[src/rtl/simple_fpga_cvs_pkg.sv]
// Shared constants for the simple FPGA CVS bring-up block.
// The blink rate is 1.2 Hz, held as the ratio 12/10 so that every
// derived value stays in integer arithmetic.
package simple_fpga_cvs_pkg;

  localparam int OSC_HZ       = 300_000_000;
  localparam int BLINK_HZ_NUM = 12;
  localparam int BLINK_HZ_DEN = 10;

  // OSC_HZ / (2 * 1.2), ordered so no intermediate value overflows a 32-bit int
  localparam int HALF_PERIOD_DEFAULT = ((OSC_HZ / 2) * BLINK_HZ_DEN) / BLINK_HZ_NUM;

  // Narrowest counter width that still holds HALF_PERIOD_DEFAULT-1
  localparam int CNT_W_DEFAULT = $clog2(HALF_PERIOD_DEFAULT);

endpackage

[src/rtl/simple_fpga_cvs_clk_divider.sv]
// Square-wave divider: clk_out toggles once every HALF_PERIOD rising
// edges of clk, giving a 50% duty output of period 2*HALF_PERIOD.
// The count never exceeds HALF_PERIOD-1, so there is no natural wrap.
module clk_divider
  import simple_fpga_cvs_pkg::*;
#(
  parameter int HALF_PERIOD = HALF_PERIOD_DEFAULT,
  parameter int CNT_W       = CNT_W_DEFAULT
) (
  input  logic clk,
  input  logic reset_n,
  output logic clk_out
);

  localparam logic [CNT_W-1:0] LAST = CNT_W'(HALF_PERIOD - 1);

  logic [CNT_W-1:0] cnt;

  // Count osc edges; on the last one of a half-period, restart and flip the output
  always_ff @(posedge clk or negedge reset_n) begin
    if (!reset_n) begin
      cnt     <= '0;
      clk_out <= 1'b0;
    end else if (cnt == LAST) begin
      cnt     <= '0;
      clk_out <= ~clk_out;
    end else begin
      cnt <= cnt + CNT_W'(1);
    end
  end

endmodule

[src/rtl/simple_fpga_cvs_top.sv]
// Bring-up top for the simple FPGA CVS board: switch-to-LED gates with
// no registers in the path, plus a ~1.2 Hz blink derived from the
// 300 MHz differential oscillator. In behavioural RTL only the P leg
// is used as the clock; synthesis maps the pair to the vendor
// differential clock buffer. The blink output is a fabric signal and
// nothing here is clocked by it.
module simple_fpga_cvs_top #(
  parameter int OSC_HZ      = simple_fpga_cvs_pkg::OSC_HZ,
  parameter int HALF_PERIOD = simple_fpga_cvs_pkg::HALF_PERIOD_DEFAULT,
  parameter int CNT_W       = simple_fpga_cvs_pkg::CNT_W_DEFAULT
) (
  input  logic [1:0] osc_300_pn,
  input  logic       reset_n,
  input  logic       in [4:0],
  output logic       in0_out,
  output logic       in0_and_in1_out,
  output logic       in0_or_in1_out,
  output logic       not_in2_out,
  output logic       clk_1point2hz
);

  import simple_fpga_cvs_pkg::*;

  // OSC_HZ is informational only; in[3], in[4] and the N leg are reserved
  localparam int unused_osc_hz = OSC_HZ;
  logic unused_pins;
  assign unused_pins = &{1'b0, osc_300_pn[1], in[3], in[4]};

  logic clk_osc;
  assign clk_osc = osc_300_pn[0];

  // Switch-to-LED gates, pure functions of in[2:0], independent of clock and reset
  always_comb begin
    in0_out         = in[0];
    in0_and_in1_out = in[0] & in[1];
    in0_or_in1_out  = in[0] | in[1];
    not_in2_out     = ~in[2];
  end

  clk_divider #(
    .HALF_PERIOD (HALF_PERIOD),
    .CNT_W       (CNT_W)
  ) u_clk_divider (
    .clk     (clk_osc),
    .reset_n (reset_n),
    .clk_out (clk_1point2hz)
  );

endmodule

[config.mk]
export PLATFORM = sky130hd
export DESIGN_NAME = simple_fpga_cvs_top
export DESIGN_NICKNAME = d
export VERILOG_FILES = /design/src/rtl/simple_fpga_cvs_pkg.sv /design/src/rtl/simple_fpga_cvs_clk_divider.sv /design/src/rtl/simple_fpga_cvs_top.sv
export SDC_FILE = /design/constraint.sdc
export NUM_CORES = 1
export LEC_CHECK = 0
export CAP_MARGIN = 20
export CORE_MARGIN = 2
export CORE_UTILIZATION = 51
export CTS_BUF_LIST = sky130_fd_sc_hd__clkbuf_4
export DETAILED_ROUTE_END_ITERATION = 8
export HOLD_SLACK_MARGIN = 0.06
export PLACE_DENSITY_LB_ADDON = 0.1
export RECOVER_POWER = 100
export SLEW_MARGIN = 20
export SYNTH_ARGS = -nofsm -noshare
export SYNTH_HDL_FRONTEND = slang
export SYNTH_SLANG_ARGS = --single-unit
[constraint.sdc]
create_clock -name osc_300_pn -period 3.85 [get_ports osc_300_pn]
set_clock_uncertainty 0.2 [all_clocks]
set_input_delay 0.9625 -clock osc_300_pn [delete_from_list [all_inputs] [get_ports osc_300_pn]]
set_output_delay 0.9625 -clock osc_300_pn [all_outputs]
set_load 0.005 [all_outputs]
==> results of run 1 <==
## worst paths after layout
| check | startpoint | to | depth (start not counted) |
|---|---|---|---|
| hold reg to reg | u_clk_divider.clk_out$_DFFE_PN0N_ | u_clk_divider.clk_out$_DFFE_PN0N_ | 1 |
| hold / removal | u_clk_divider.clk_out$_DFFE_PN0N_ | u_clk_divider.clk_out$_DFFE_PN0N_ | 1 |
| min in group asynchronous | reset_n | u_clk_divider.cnt[25]$_DFF_PN0_ | 2 |
| setup reg to reg | u_clk_divider.cnt[4]$_DFF_PN0_ | u_clk_divider.cnt[22]$_DFF_PN0_ | 4 |
| setup / recovery | in[0] | in0_or_in1_out | 3 |
| max in group asynchronous | reset_n | u_clk_divider.cnt[16]$_DFF_PN0_ | 2 |
## final cells by class
type	count	share of cell area
clock buffers	3	0.0147
inverters	4	0.00980
multi-input cells	100	0.432
flip-flops and latches	28	0.457
well taps	31	0.0253
repair buffers	10	0.0612
## through the flow
step	hold WS (ns)	setup slack (ns)	std cells	power (mW)	util
after floorplan	0.246	1.44	137	0.302	-
after global placement	0.260	0.593	173	0.316	0.569
after detailed placement	0.272	0.573	173	0.316	0.569
after CTS	0.296	0.571	176	0.435	0.578
after global routing	0.313	0.279	176	0.441	0.561
final	0.285	0.328	176	0.424	0.561
## layer usage
layer / GRT usage / vias to the layer above / wire length [um]
li1: - / 515 / -
met1: 0.242 / 502 / 1240
met2: 0.330 / 23 / 1320
met3: 0.0227 / 4 / 80
met4: 0.0897 / 0 / 35
met5: 0 / - / 0
## sequential cells by signal, summed over array words and instances, names as in the netlist
register and cells:
u_clk_divider.cnt 27, u_clk_divider.clk_out 1
## layout by cell type, fill, tap and decap left out
cell type / netlist / routed
dfrtp_1: 28 / 28
nand4_1: 9 / 10
xnor2_1: 10 / 10
nor2_1: 10 / 10
nand3_1: 8 / 9
nand2_1: 8 / 8
o21ai_0: 8 / 8
mux2i_1: 6 / 6
xor2_1: 6 / 6
dlygate4sd3_1: 0 / 6
nor4_1: 4 / 5
inv_1: 4 / 4
or4_1: 1 / 3
and2_1: 3 / 3
and3_1: 3 / 3
clkbuf_4: 0 / 3
clkdlybuf4s50_1: 0 / 3
and4_1: 1 / 2
or3_2: 2 / 2
nor4bb_1: 1 / 1
and3_2: 1 / 1
and3b_1: 1 / 1
nand4bb_1: 1 / 1
nand3_2: 1 / 1
nor4b_1: 1 / 1
o22ai_1: 1 / 1
a21oi_1: 1 / 1
nor3_1: 1 / 1
o221ai_1: 1 / 1
nor2b_1: 1 / 1
or2_2: 1 / 1
o31ai_1: 1 / 1
a21oi_2: 1 / 1
ha_1: 1 / 1
clkbuf_1: 2 / 1
## cell families (layout without fill, tap and decap cells)
| kind of cell | count (synthesis) | after routing | synth area share |
|---|---|---|---|
| compound gates | 13 | 13 | 0.0528 |
| xor+xnor | 16 | 16 | 0.0970 |
| fa+ha+maj | 1 | 1 | 0.00866 |
| buf+inv | 9 | 17 | 0.0277 |
| flops | 28 | 28 | 0.485 |
| mux | 6 | 6 | 0.0416 |
| simple gates | 64 | 64 | 0.287 |
## where the power goes
group / total [mW] / internal [mW] / switching (mW)
combinational: 0.0144 / 0.00687 / 0.00750
clock: 0.116 / 0.0367 / 0.0790
sequential: 0.294 / 0.294 / 0
==> flow_summary_export.csv, run 1 <==
group,metric,value,unit
setup_path,cp_common_cell,"dlygate4sd3_1",
hold_path,hp-class,"reg2reg",
cts,path_clk_slew,0.14,ns
setup_path,path_cells,"dlygate4sd3_1 > or2_2 > dlygate4sd3_1",
setup_path,r2r_slack,1.07,ns
timing,fin_crit,3.52,ns
final_layout,final_cell_area,1530,sq um
logic_synthesis,synthTopCellsByArea,"dfrtp_1 48%, xnor2_1 6.1%, mux2i_1 4.2%",
setup_path,crit_buf_inv,2,
cts,holdBufCountCts,0,
cts,cts.sinks,28,
floorplanning,fp.dieH,57.2,um
timing,tns,0,ns
floorplanning,row_count,19,
setup_path,crit_path_start_kind,"input port",
timing,drv_slew,0,
timing,period_share,0.915,
power_and_ir_drop,pwr_density_cell,277,nW/um^2
setup_path,cp.arrival,2.36,ns
logic_synthesis,synth.most_common_cell,"dfrtp_1",
logic_synthesis,synth_edf_count,0,
setup_path,critPathKind,"in2out",
final_layout,regArea,701,sq um
run_status,status,"complete, no violations",
final_layout,multiInputGateArea,662,sq um
floorplanning,core,2730,sq um
cts,insertion_delay,0.32,ns
logic_synthesis,ys_warn_count,0,
timing,finalHoldViolations,0,
placed_design,gp_congestion,0.780,
setup_path,required,2.69,ns
logic_synthesis,syn_area_per_cell,10.5,sq um
cts,clock_path_buffers,2,
global_route,overflow,0,
placed_design,numPortBuffers,9,
placed_design,dp.final_hpwl,1930,um
routing,routed_wl,2670,um
setup_path,critPathMaxFanout,3,
global_route,grt_pass1_wl,4950,um
logic_synthesis,synth_common_cells,"28 x dfrtp_1, 10 x nor2_1, 10 x xnor2_1, 9 x nand4_1",
final_layout,fin_nets,156,
final_layout,drive_above_1_share,0.0621,
floorplanning,io_pins,13,
logic_synthesis,synth_area,1450,sq um
global_route,grt_max_degree,29,
timing,slew_headroom,0.0102,
final_layout,num_antenna_cells,0,
cts,post_cts_buffers,0,
routing,ant_nets,0,
routing,vias_per_cell,5.93,
timing,grt_setup_unrepaired,"false",
routing,detail_route.wl_per_cell,15.2,um
floorplanning,initial_utilization,0.529,
setup_path,worst_path_max_delay_cell,"dlygate4sd3_1",
placed_design,placed_cell_area,1560,sq um
setup_path,end_kind,"primary output",
routing,drc,0,
logic_synthesis,syn_inst,137,
setup_path,slowest_delay,0.57,ns
floorplanning,die_x,57.2,um
global_route,grt_pass1_vias,1127,
cts,cts_buffers,3,
global_route,antenna_found_initial,0,
cts,htree_levels,1,
logic_synthesis,synth_top_area_cell,"dfrtp_1",
floorplanning,design.die.area,3280,sq um
logic_synthesis,synth_top_area_frac,0.485,
setup_path,path_delay_family,"buffers and inverters",
cts,cts_tree,"yes",
logic_synthesis,synth_nets,146,
timing,clock.fmax,0.284,GHz
logic_synthesis,synth.distinct_cells,40,
power_and_ir_drop,max-vdd-ir-drop,248,uV
routing,first_iter_violations,30,
cts,clock-root-buffer,"clkbuf_4",
power_and_ir_drop,p_leak,0.681,nW
timing,tightest_slew,1.48,ns
cts,cts_resized,0,
routing,dr.pass1.iters,4,
logic_synthesis,synth-seq-cells,28,
timing,setup_viol,0,
global_route,gr-usage-all-layers,0.192,
final_layout,area_growth,6.06,%
logic_synthesis,async_flop_share,1.00,
logic_synthesis,synth_top_flop_cell,"dfrtp_1",
final_layout,fillers,255,
job,cap_violations,0,
logic_synthesis,synth-seq-area-share,0.485,
routing,num_vias,1044,
Power figures use the tool's default switching activity.
==> inputs of run 2 (changes only) <==
Clock period 3.85 ns to 3.05 ns, I/O delays scaled along.
==> run 2 against run 1 <==
  * Critical path depth did not move
  * Non-clock buffer count rose by 2
  * Clock-buffer cell count did not move
  * Worst hold slack worse by 0.0034 ns
  * Sequential power increased by 26%
  * Critical path type unchanged
  * Largest cell class unchanged
  * Largest power group unchanged
==> flow_summary_export.csv, run 2 (same netlist as run 1, synthesis figures left out) <==
group,metric,value,unit
routing,dr.pass1.iters,4,
routing,routed_wl,2880,um
timing,tns,0,ns
cts,clock_path_buffers,2,
cts,cts.sinks,28,
cts,path_clk_slew,0.14,ns
final_layout,regMostFlops,"u_clk_divider.cnt",
timing,hold_slack,0.282,ns
setup_path,path_cells,"clkdlybuf4s50_1 > or2_2 > clkdlybuf4s50_1",
setup_path,worst_path_max_delay_cell,"clkdlybuf4s50_1",
global_route,antenna_found_initial,0,
timing,slew_headroom,0.00977,
run_status,status,"complete, no violations",
routing,num_vias,1071,
floorplanning,design.die.area,3280,sq um
final_layout,largest_register_ffs,27,
setup_path,slowest_delay,0.44,ns
setup_path,path_delay_family,"buffers and inverters",
floorplanning,die_x,57.2,um
final_layout,fin_nets,158,
power_and_ir_drop,p_leak,0.685,nW
hold_path,hp-start,"u_clk_divider.clk_out$_DFFE_PN0N_",
placed_design,gp_congestion,0.900,
hold_path,hp-class,"reg2reg",
cts,holdBufCountCts,0,
setup_path,crit_buf_inv,2,
global_route,grt_pass1_wl,4890,um
cts,insertion_delay,0.32,ns
setup_path,required,2.09,ns
routing,first_iter_violations,32,
placed_design,numPortBuffers,9,
global_route,grt_max_degree,29,
hold_path,holdPathEnd,"u_clk_divider.clk_out$_DFFE_PN0N_",
floorplanning,initial_utilization,0.529,
routing,drc,0,
final_layout,stdcell_count,178,
global_route,grt_pass1_vias,1073,
final_layout,layout.cells.most_common_list,"28 x dfrtp_1, 10 x nand4_1, 10 x xnor2_1, 10 x nor2_1, 9 x nand3_1",
cts,cts_buffers,3,
setup_path,rr_worst_depth,5,
final_layout,drive_above_1_share,0.0612,
floorplanning,row_count,19,
setup_path,timing.rr.end,"u_clk_divider.cnt[26]$_DFF_PN0_",
placed_design,dpl.cell_count,175,
routing,vias_per_cell,6.02,
hold_path,hold_depth,1,
floorplanning,fp.dieH,57.2,um
cts,cts_resized,0,
timing,grt_setup_unrepaired,"false",
power_and_ir_drop,pwr_density_cell,352,nW/um^2
setup_path,r2r_slack,0.39,ns
routing,detail_route.wl_per_cell,16.2,um
floorplanning,core,2730,sq um
final_layout,fillers,242,
timing,period_share,0.938,
timing,finalHoldViolations,0,
setup_path,cp.arrival,1.90,ns
timing,clock.fmax,0.350,GHz
final_layout,num_antenna_cells,0,
final_layout,reg_top3,"u_clk_divider.cnt x27, u_clk_divider.clk_out x1",
setup_path,crit_path_start_kind,"input port",
floorplanning,io_pins,13,
power_and_ir_drop,power,0.542,mW
global_route,gr-usage-all-layers,0.194,
job,cap_violations,0,
timing,tightest_slew,1.49,ns
cts,cts_tree,"yes",
timing,drv_slew,0,
timing,fin_crit,2.86,ns
setup_path,critPathKind,"in2out",
setup_path,critPathMaxFanout,3,
global_route,overflow,0,
setup_path,end_kind,"primary output",
cts,post_cts_buffers,0,
power_and_ir_drop,max-vdd-ir-drop,280,uV
timing,setup_viol,0,
setup_path,cp_common_cell,"clkdlybuf4s50_1",
placed_design,placed_cell_area,1570,sq um
placed_design,dp.final_hpwl,1970,um
routing,ant_nets,0,
final_layout,final_common_cell,"dfrtp_1",
cts,clock-root-buffer,"clkbuf_4",
final_layout,final_cell_area,1540,sq um
cts,htree_levels,1,
setup_path,r2r_start,"u_clk_divider.cnt[0]$_DFF_PN0_",
final_layout,area_growth,6.58,%
==> run 2: cell types whose count changed in the layout (fill, tap and decap cells not counted) <==
cell	delta
clkdlybuf4s50_1	+2
clkbuf_1	+2
dlygate4sd3_1	-2
==> run 2: final cells by class <==
class / count / area (sq um) / area share
sequential: 28 / 701 / 0.455
inverter: 4 / 15.0 / 0.00975
multi-input combinational: 100 / 662 / 0.430
tap: 31 / 38.8 / 0.0252
clock buffer: 3 / 22.5 / 0.0146
timing repair buffer: 12 / 101 / 0.0658
==> run 2: worst max path at each step <==
stage	startpoint	cells past startpoint	to
after detailed placement	in[1]	3	in0_or_in1_out
after global placement	in[1]	3	in0_or_in1_out
after global routing	in[0]	3	in0_or_in1_out
after CTS	in[0]	3	in0_or_in1_out
final	in[0]	3	in0_or_in1_out
after floorplan	u_clk_divider.cnt[0]$_DFF_PN0_	5	u_clk_divider.cnt[26]$_DFF_PN0_
==> run 2: worst register-to-register path, stage by stage (launching register included) <==
cell     delay [ns]
dfrtp_1        0.43
ha_1           0.23
nand3_1        0.32
or4_1          0.74
or4_1          0.53
a21oi_2        0.15
==> run 2: report_power, final <==
part	internal, mW	total (mW)	switching (mW)
clock	0.0464	0.152	0.106
sequential	0.371	0.371	0
combinational	0.00918	0.0187	0.00949
total	0.427	0.542	0.116
==> run 2: layer usage <==
metal,part of all wire,vias up,track usage
met3,0.030,4,0.0340
met4,0.010,0,0.0565
li1,-,515,-
met2,0.46,21,0.315
met1,0.50,531,0.269
met5,0,-,0
==> run 2: stage by stage <==
step,setup slack [ns],utilization
2_1_floorplan,0.859,-
3_3_place_gp,0.195,0.575
3_5_place_dp,0.182,0.575
4_1_cts,0.183,0.583
5_1_grt,0.137,0.563
6_report,0.189,0.563
==> inputs of run 3 (changes only) <==
Settings changed: GPL_ROUTABILITY_DRIVEN set to 0, SLEW_MARGIN 20 to 15.
==> results of run 3 <==
The final DEF is identical to that of run 2; final timing and power are the same.
